[src/rtl/counter_binary_bounded.sv]
// Bounded binary up/down counter with programmable limits,
// wrap or saturate behaviour, chaining carry and event pulses.
module counter_binary_bounded #(
    parameter int                    WORD_WIDTH    = 8,
    parameter logic [WORD_WIDTH-1:0] INITIAL_COUNT = '0
) (
    input  logic                  clock,
    input  logic                  clear,
    input  logic                  run,
    input  logic                  up_down,
    input  logic [WORD_WIDTH-1:0] increment,
    input  logic [WORD_WIDTH-1:0] limit_low,
    input  logic [WORD_WIDTH-1:0] limit_high,
    input  logic                  saturate,
    input  logic                  load,
    input  logic [WORD_WIDTH-1:0] load_count,
    output logic [WORD_WIDTH-1:0] count,
    output logic                  carry_out,
    output logic                  overflow,
    output logic                  underflow,
    output logic                  range_error
);

    localparam int W1 = WORD_WIDTH + 1;

    logic [WORD_WIDTH-1:0] r_count;
    logic                  r_overflow;
    logic                  r_underflow;
    logic                  r_range_error;

    // One extra bit so a full-range span of 2^WORD_WIDTH is representable
    logic [W1-1:0] w_count_x;
    logic [W1-1:0] w_inc_x;
    logic [W1-1:0] w_low_x;
    logic [W1-1:0] w_high_x;
    logic [W1-1:0] w_span;
    logic [W1-1:0] w_sum;
    logic [W1-1:0] w_diff;
    logic          w_cfg_err;
    logic          w_out_of_range;
    logic          w_cross_up;
    logic          w_cross_dn;
    logic [WORD_WIDTH-1:0] w_wrap_up;
    logic [WORD_WIDTH-1:0] w_wrap_dn;
    logic [WORD_WIDTH-1:0] w_next;
    logic                  w_ovf;
    logic                  w_udf;
    logic                  w_rerr;

    assign w_count_x = {1'b0, r_count};
    assign w_inc_x   = {1'b0, increment};
    assign w_low_x   = {1'b0, limit_low};
    assign w_high_x  = {1'b0, limit_high};
    assign w_span    = w_high_x - w_low_x + W1'(1);
    assign w_sum     = w_count_x + w_inc_x;
    assign w_diff    = w_count_x - w_inc_x;

    assign w_cfg_err      = limit_low > limit_high;
    assign w_out_of_range = (r_count < limit_low) || (r_count > limit_high);

    // Difference is treated as signed so a step below zero still compares low
    assign w_cross_up = w_sum > w_high_x;
    assign w_cross_dn = $signed(w_diff) < $signed(w_low_x);

    assign w_wrap_up = WORD_WIDTH'(w_sum - w_span);
    assign w_wrap_dn = WORD_WIDTH'(w_diff + w_span);

    // Next count and event flags for a step, assuming run is the winner
    always_comb begin
        w_next = r_count;
        w_ovf  = 1'b0;
        w_udf  = 1'b0;
        w_rerr = 1'b0;
        if (w_cfg_err) begin
            w_rerr = 1'b1;
        end else if (w_out_of_range) begin
            w_rerr = 1'b1;
            w_next = up_down ? limit_high : limit_low;
        end else if (!up_down) begin
            if (w_cross_up) begin
                w_ovf  = 1'b1;
                w_next = saturate ? limit_high : w_wrap_up;
            end else begin
                w_next = WORD_WIDTH'(w_sum);
            end
        end else begin
            if (w_cross_dn) begin
                w_udf  = 1'b1;
                w_next = saturate ? limit_low : w_wrap_dn;
            end else begin
                w_next = WORD_WIDTH'(w_diff);
            end
        end
    end

    assign carry_out = run & ~load & ~clear & (w_ovf | w_udf);

    // Count register and single-cycle event pulses: clear > load > run > hold
    always_ff @(posedge clock) begin
        if (clear) begin
            r_count       <= INITIAL_COUNT;
            r_overflow    <= 1'b0;
            r_underflow   <= 1'b0;
            r_range_error <= 1'b0;
        end else if (load) begin
            r_count       <= load_count;
            r_overflow    <= 1'b0;
            r_underflow   <= 1'b0;
            r_range_error <= 1'b0;
        end else if (run) begin
            r_count       <= w_next;
            r_overflow    <= w_ovf;
            r_underflow   <= w_udf;
            r_range_error <= w_rerr;
        end else begin
            r_overflow    <= 1'b0;
            r_underflow   <= 1'b0;
            r_range_error <= 1'b0;
        end
    end

    assign count       = r_count;
    assign overflow    = r_overflow;
    assign underflow   = r_underflow;
    assign range_error = r_range_error;

endmodule

[config.mk]
export PLATFORM = sky130hd
export DESIGN_NAME = counter_binary_bounded
export DESIGN_NICKNAME = d
export VERILOG_FILES = /design/src/rtl/counter_binary_bounded.sv
export SDC_FILE = /design/constraint.sdc
export NUM_CORES = 1
export LEC_CHECK = 0
export ABC_AREA = 1
export BUFFER_PORTS_ARGS = -buffer_cell sky130_fd_sc_hd__buf_4
export CORE_MARGIN = 2
export CORE_UTILIZATION = 55
export CTS_CLUSTER_SIZE = 20
export DETAILED_ROUTE_END_ITERATION = 8
export PLACE_DENSITY = 0.76
export REMOVE_ABC_BUFFERS = 1
export SYNTH_ARGS = -nofsm -noshare
export SYNTH_HDL_FRONTEND = slang
export SYNTH_SLANG_ARGS = --single-unit
[constraint.sdc]
create_clock -name clock -period 4.5 [get_ports clock]
set_clock_uncertainty 0.05 [all_clocks]
set_input_delay 0.9 -clock clock [delete_from_list [all_inputs] [get_ports clock]]
set_output_delay 0.9 -clock clock [all_outputs]
set_load 0.05 [all_outputs]
# --- Word level (Yosys, flattened, before mapping) ---
# Cells that the tools add are included.
totals:
  register_bits: 11
  inputBits: 38
  elab_cells: 47
classes:
  addsub: 6
  n_lt_le_gt_ge: 5
  n_eq_ne: 1
  mux: 20
  n_bitwise: 7
  reduce_logical: 4
ops:
  columns: ["operator", "count"]
  rows:
  - ["$mux 8", 10]
  - ["$gt 8x8->1", 2]
  - ["$sub 8x8->8", 2]
  - ["$mux 1", 10]
  - ["$add 8x8->9", 1]
  - ["$gt 9x8->1", 1]
  - ["$lt 9x9->1", 1]
  - ["$sub 8x8->9", 1]
  - ["$add 8x1->8 const B", 1]
  - ["$add 8x8->8", 1]
  - ["$lt 8x8->1", 1]
  - ["$and 1x1->1", 3]
  - ["$not 1->1", 3]
  - ["$reduce_or 3->1", 1]
  - ["$ne 2x2->1 const B", 1]
  - ["$reduce_and 2->1", 1]
  - ["$reduce_bool 2->1", 1]
  - ["$logic_or 1x1->1", 1]
  - ["$or 1x1->1", 1]

# --- Longest topological paths before layout ---
logic_depth:
  word_depth: 10
  mapped_depth: 27

# --- Worst setup path after synthesis ---
# Ideal clock, no wire load.
synth_timing:
  path_kind: "input -> output"
  start: "input port increment[4]"
  end: "output port carry_out"
  arrival_ps: 3738
  required_time_ps: 3550
  setup_slack_ps: -188
  stages: 19
  n_path_buf: 2
  cell_sequence: "inv_1 ha_1 buf_2 inv_1 o21bai_1 a31o_2 xor2_1 inv_1 ha_1 nand2_1 inv_1 nand3_2 nor2_1 nor2_1 nand2_2 nand2_4 buf_6 nand3_1 a21oi_1"
synth_between:
  elab_chain_cells: 8
synth_rtl:
  columns: ["item", "line", "text"]
  rows:
  - ["start, declared", "11", "input logic [WORD_WIDTH-1:0] increment,"]
  - ["$add 8x8->9 or $sub 8x8->9 (tied branches)", "55, 56", null]
  - ["$gt 9x8->1 or $lt 9x9->1 (tied branches)", "62, 63", null]
  - ["$mux 1, on equally long branches", "80, 87", null]
  - ["$mux 1", "79", "end else if (!up_down) begin"]
  - ["$mux 1", "76", "end else if (w_out_of_range) begin"]
  - ["$mux 1", "74", "if (w_cfg_err) begin"]
  - ["$or 1x1->1 *", "96", "assign carry_out = run & ~load & ~clear & (w_ovf | w_udf);"]
  - ["$and 1x1->1 *", "96", null]
  - ["end, declared", "18", "output logic carry_out,"]
# Every way passes the cells marked *; elsewhere a longest branch is shown, timed or not.

# --- Worst setup path after layout ---
layout_timing:
  start: "input port increment[0]"
  end: "output port carry_out"
# The elaborated chain is that of the path after synthesis.

==> results.sh <==
export IMPL_grt_first_pass_wirelength_um=18500
export IMPL_dp_hpwl_um=9490
export IMPL_gp_congestion=0.919
export IMPL_end_kind="primary output"
export IMPL_min_period_ns=4.42
export IMPL_fp_coreArea_mm2=0.00687
export IMPL_routedWlPerCell_um=14.6
export IMPL_peakVddDrop_v=0.000167
export IMPL_synth_top_area_share_pct=23.8
export IMPL_pwr_share_seq_pct=8.5
export IMPL_holdPathEnd="count[0]$_SDFFE_PP0P_"
export IMPL_max_freq_mhz=226
export IMPL_synth_area_mm2=0.00394
export IMPL_pwr_share_clk_pct=7.4
export IMPL_r2r_cells=22
export IMPL_grt_ovfl_total=0
export IMPL_finalSetupTns_ns=0
export IMPL_crit_fanout=3
export IMPL_row_count=30
export IMPL_boundaryPins=50
export IMPL_worst_hold_slack_ns=0.494
export IMPL_cts_clk_slew_worst_paths_ns=0.06
export IMPL_p_int_w=0.000645
export IMPL_fp_dieH_um=88.6
export IMPL_layout_commonest_cell="nand2_1"
export IMPL_cts_tree="done"
export IMPL_relSlewSlack_pct=55.8
export IMPL_drc_errors=0
export IMPL_grt_usage_pct=29.7
export IMPL_postCtsHoldBufs=0
export IMPL_routed_wl_um=11600
export IMPL_nets=821
export IMPL_multi_input_area_mm2=0.00350
export IMPL_insertion_delay_ns=0.25
export IMPL_hold_viol_final=0
export IMPL_cp_required_ns=3.55
export IMPL_post_route_period_util_pct=98.2
export IMPL_yosys_area_top_type="ha_1"
export IMPL_grt_max_degree=22
export IMPL_synth_seq_area_share_pct=5.59
export IMPL_status="finished, final reports clean"
export IMPL_fillCellCount=629
export IMPL_worst_slack_ns=0.0804
export IMPL_cp_start_kind="input pin"
export IMPL_antenna_found_initial=0
export IMPL_ctsRootBufferMaster="clkbuf_8"
export IMPL_drt_pass1_iterations=5
export IMPL_yosys_warnings=0
export IMPL_vias=4353
export IMPL_critPathKind="in -> out"
export IMPL_netSwitchingPower_w=0.000784
export IMPL_ant_nets=0
export IMPL_dp_slack_ns=-0.0221
export IMPL_crit_chain="buf_4 -> ha_4 -> inv_2 -> fa_2 -> xor2_1 -> ha_1 -> a21oi_1 -> nor2_1 -> a211oi_2 -> nor2_1 -> nor2_1 -> nand2_2 -> nand2_4 -> nand3_2 -> a21oi_2 -> buf_6"
export IMPL_insertedDiodeCount=0
export IMPL_reg2reg_from="count[0]$_SDFFE_PP0P_"
export IMPL_avgSynthCellArea_um2=6.15
export IMPL_reg2reg_slack_ns=0.91
export IMPL_min_path_type="reg -> reg"
export IMPL_yosysUniqueCellTypes=41
export IMPL_leakagePower_nw=2.63
export IMPL_mostFrequentLayoutCells="183 x nand2_1, 84 x inv_1, 69 x buf_4"
export IMPL_hold_start="count[0]$_SDFFE_PP0P_"
export IMPL_netlist_instances=640
export IMPL_start_util_pct=57.3
export IMPL_ys_flop_type="dfxtp_1"
export IMPL_final_util_pct=69.4
export IMPL_area_delta_synth_final_pct=21.1
export IMPL_die_width_um=88.6
export IMPL_netlist_top_cells_area="ha_1 24%, nand2_1 18%, inv_1 8.3%"
export IMPL_cts_buffers=3
export IMPL_ys_ff_latch=11
export IMPL_dr_first_iter_drc_count=310
export IMPL_drive_gt1_share_pct=21.3
export IMPL_synth_edff_count=0
export IMPL_io_buffer_count=49
export IMPL_switching_share_pct=54.9
export IMPL_cpMaxStageDelayCell="fa_2"
export IMPL_path_common_cell="nor2_1"
export IMPL_die_area_mm2=0.00785
export IMPL_hold_depth=2
export IMPL_regArea_um2=220
export IMPL_cap_violations=0
export IMPL_slowest_delay_ns=0.41
export IMPL_grt_pass1_vias=3988
export IMPL_drv_slew=0
export IMPL_p_comb_share_pct=84.1
export IMPL_cp_data_arrival_time_ns=3.47
export IMPL_worstMarginPinSlew_ns=0.659
export IMPL_cts_sinks=11
export IMPL_via_per_inst=5.46
export IMPL_cts_htree_levels=1
export IMPL_clockBufferDepth=2
export IMPL_async_flop_share_pct=0
export IMPL_r2r_end="count[6]$_SDFFE_PP0P_"
export IMPL_powerDensity_mw_per_mm2=300
export IMPL_setup_viol=0
[per-layer routing]
layer | track usage (%) | share of wire (%) | vias up
met3 | 2.89 | 5.0 | 29
met4 | 7.02 | 2.6 | 0
met2 | 49.8 | 46 | 135
met1 | 41.0 | 46 | 1978
li1 | - | - | 2211
met5 | 0 | 0 | -
[worst max path at each step]
stage,end,from,slack [ns],cells past startpoint
global placement,carry_out,increment[0],-0.02,18
CTS,carry_out,increment[0],0.02,18
finish,carry_out,increment[0],0.08,16
global route,carry_out,increment[0],-0.06,16
floorplan,carry_out,increment[0],-0.15,14
detailed placement,carry_out,increment[0],-0.02,16
[power groups by stage]
stage / registers, W / clock network [W] / logic, W
final: 0.000121 / 0.000106 / 0.00120
after global routing: 0.000123 / 0.000108 / 0.00134
after global placement: 0.000122 / 0 / 0.00107
after floorplan: 0.000147 / 0 / 0.000785
after CTS: 0.000120 / 0.000105 / 0.00111
after detailed placement: 0.000122 / 0 / 0.00110
[sequential cells by signal, indices dropped and copies added (netlist names)]
name and flops:
count 8, overflow 1, range_error 1, underflow 1
[area by class of cell]
cell class	count	share of cell area, %
Clock buffer	3	0.866
Timing Repair Buffer	70	11.1
Multi-Input combinational cell	523	73.5
Clock inverter	1	0.105
Tap cell	96	2.52
Inverter	93	7.32
Sequential cell	11	4.62
[repair_timing]
| action | in CTS | in global routing |
|---|---|---|
| buffers inserted | 0 | 6 |
| setup endpoints to repair | 1 | 1 |
| resized for setup | 3 | 39 |
| hold endpoints to repair | 0 | 0 |
| pin swaps | 0 | 15 |
[metrics by stage]
step	cells	area [um^2]	power (W)
2_1_floorplan	627	3870	0.000932
3_3_place_gp	787	4480	0.00119
3_5_place_dp	787	4480	0.00122
4_1_cts	791	4540	0.00134
5_1_grt	797	4770	0.00157
6_report	797	4770	0.00143
[synthesized netlist by cell type, types with 5 or more instances]
cell type	count
inv_1	87
ha_1	75
fa_1	6
a21oi_2	7
xnor2_1	5
clkbuf_1	7
a21oi_1	35
nor2_1	42
nand3_2	5
o21ai_0	20
nand3_1	57
a31oi_1	8
xor2_1	10
nand2_4	8
o211ai_1	9
nand4_1	8
nand2_2	5
dfxtp_1	11
nand2_1	190
[worst max-delay path: cells and delay by family]
family | cells | cell delay [ns]
adders and majority gates | 3 | 0.84
AOI/OAI and AO/OA | 3 | 0.57
xor gates and xnor gates | 1 | 0.29
and+or+nand+nor | 6 | 0.56
buffers and inverters | 3 | 0.31
[kinds of logic (layout without fill, tap and decap cells)]
family	after synthesis	count (layout)	share of synthesized area, %
xor+xnor	15	15	3.34
simple gates	331	331	38.9
buf+inv	106	167	10.4
compound gates	96	96	14.8
fa+ha+maj	81	81	26.9
flops	11	11	5.59
No activity file was read; power rests on OpenSTA's default activity.
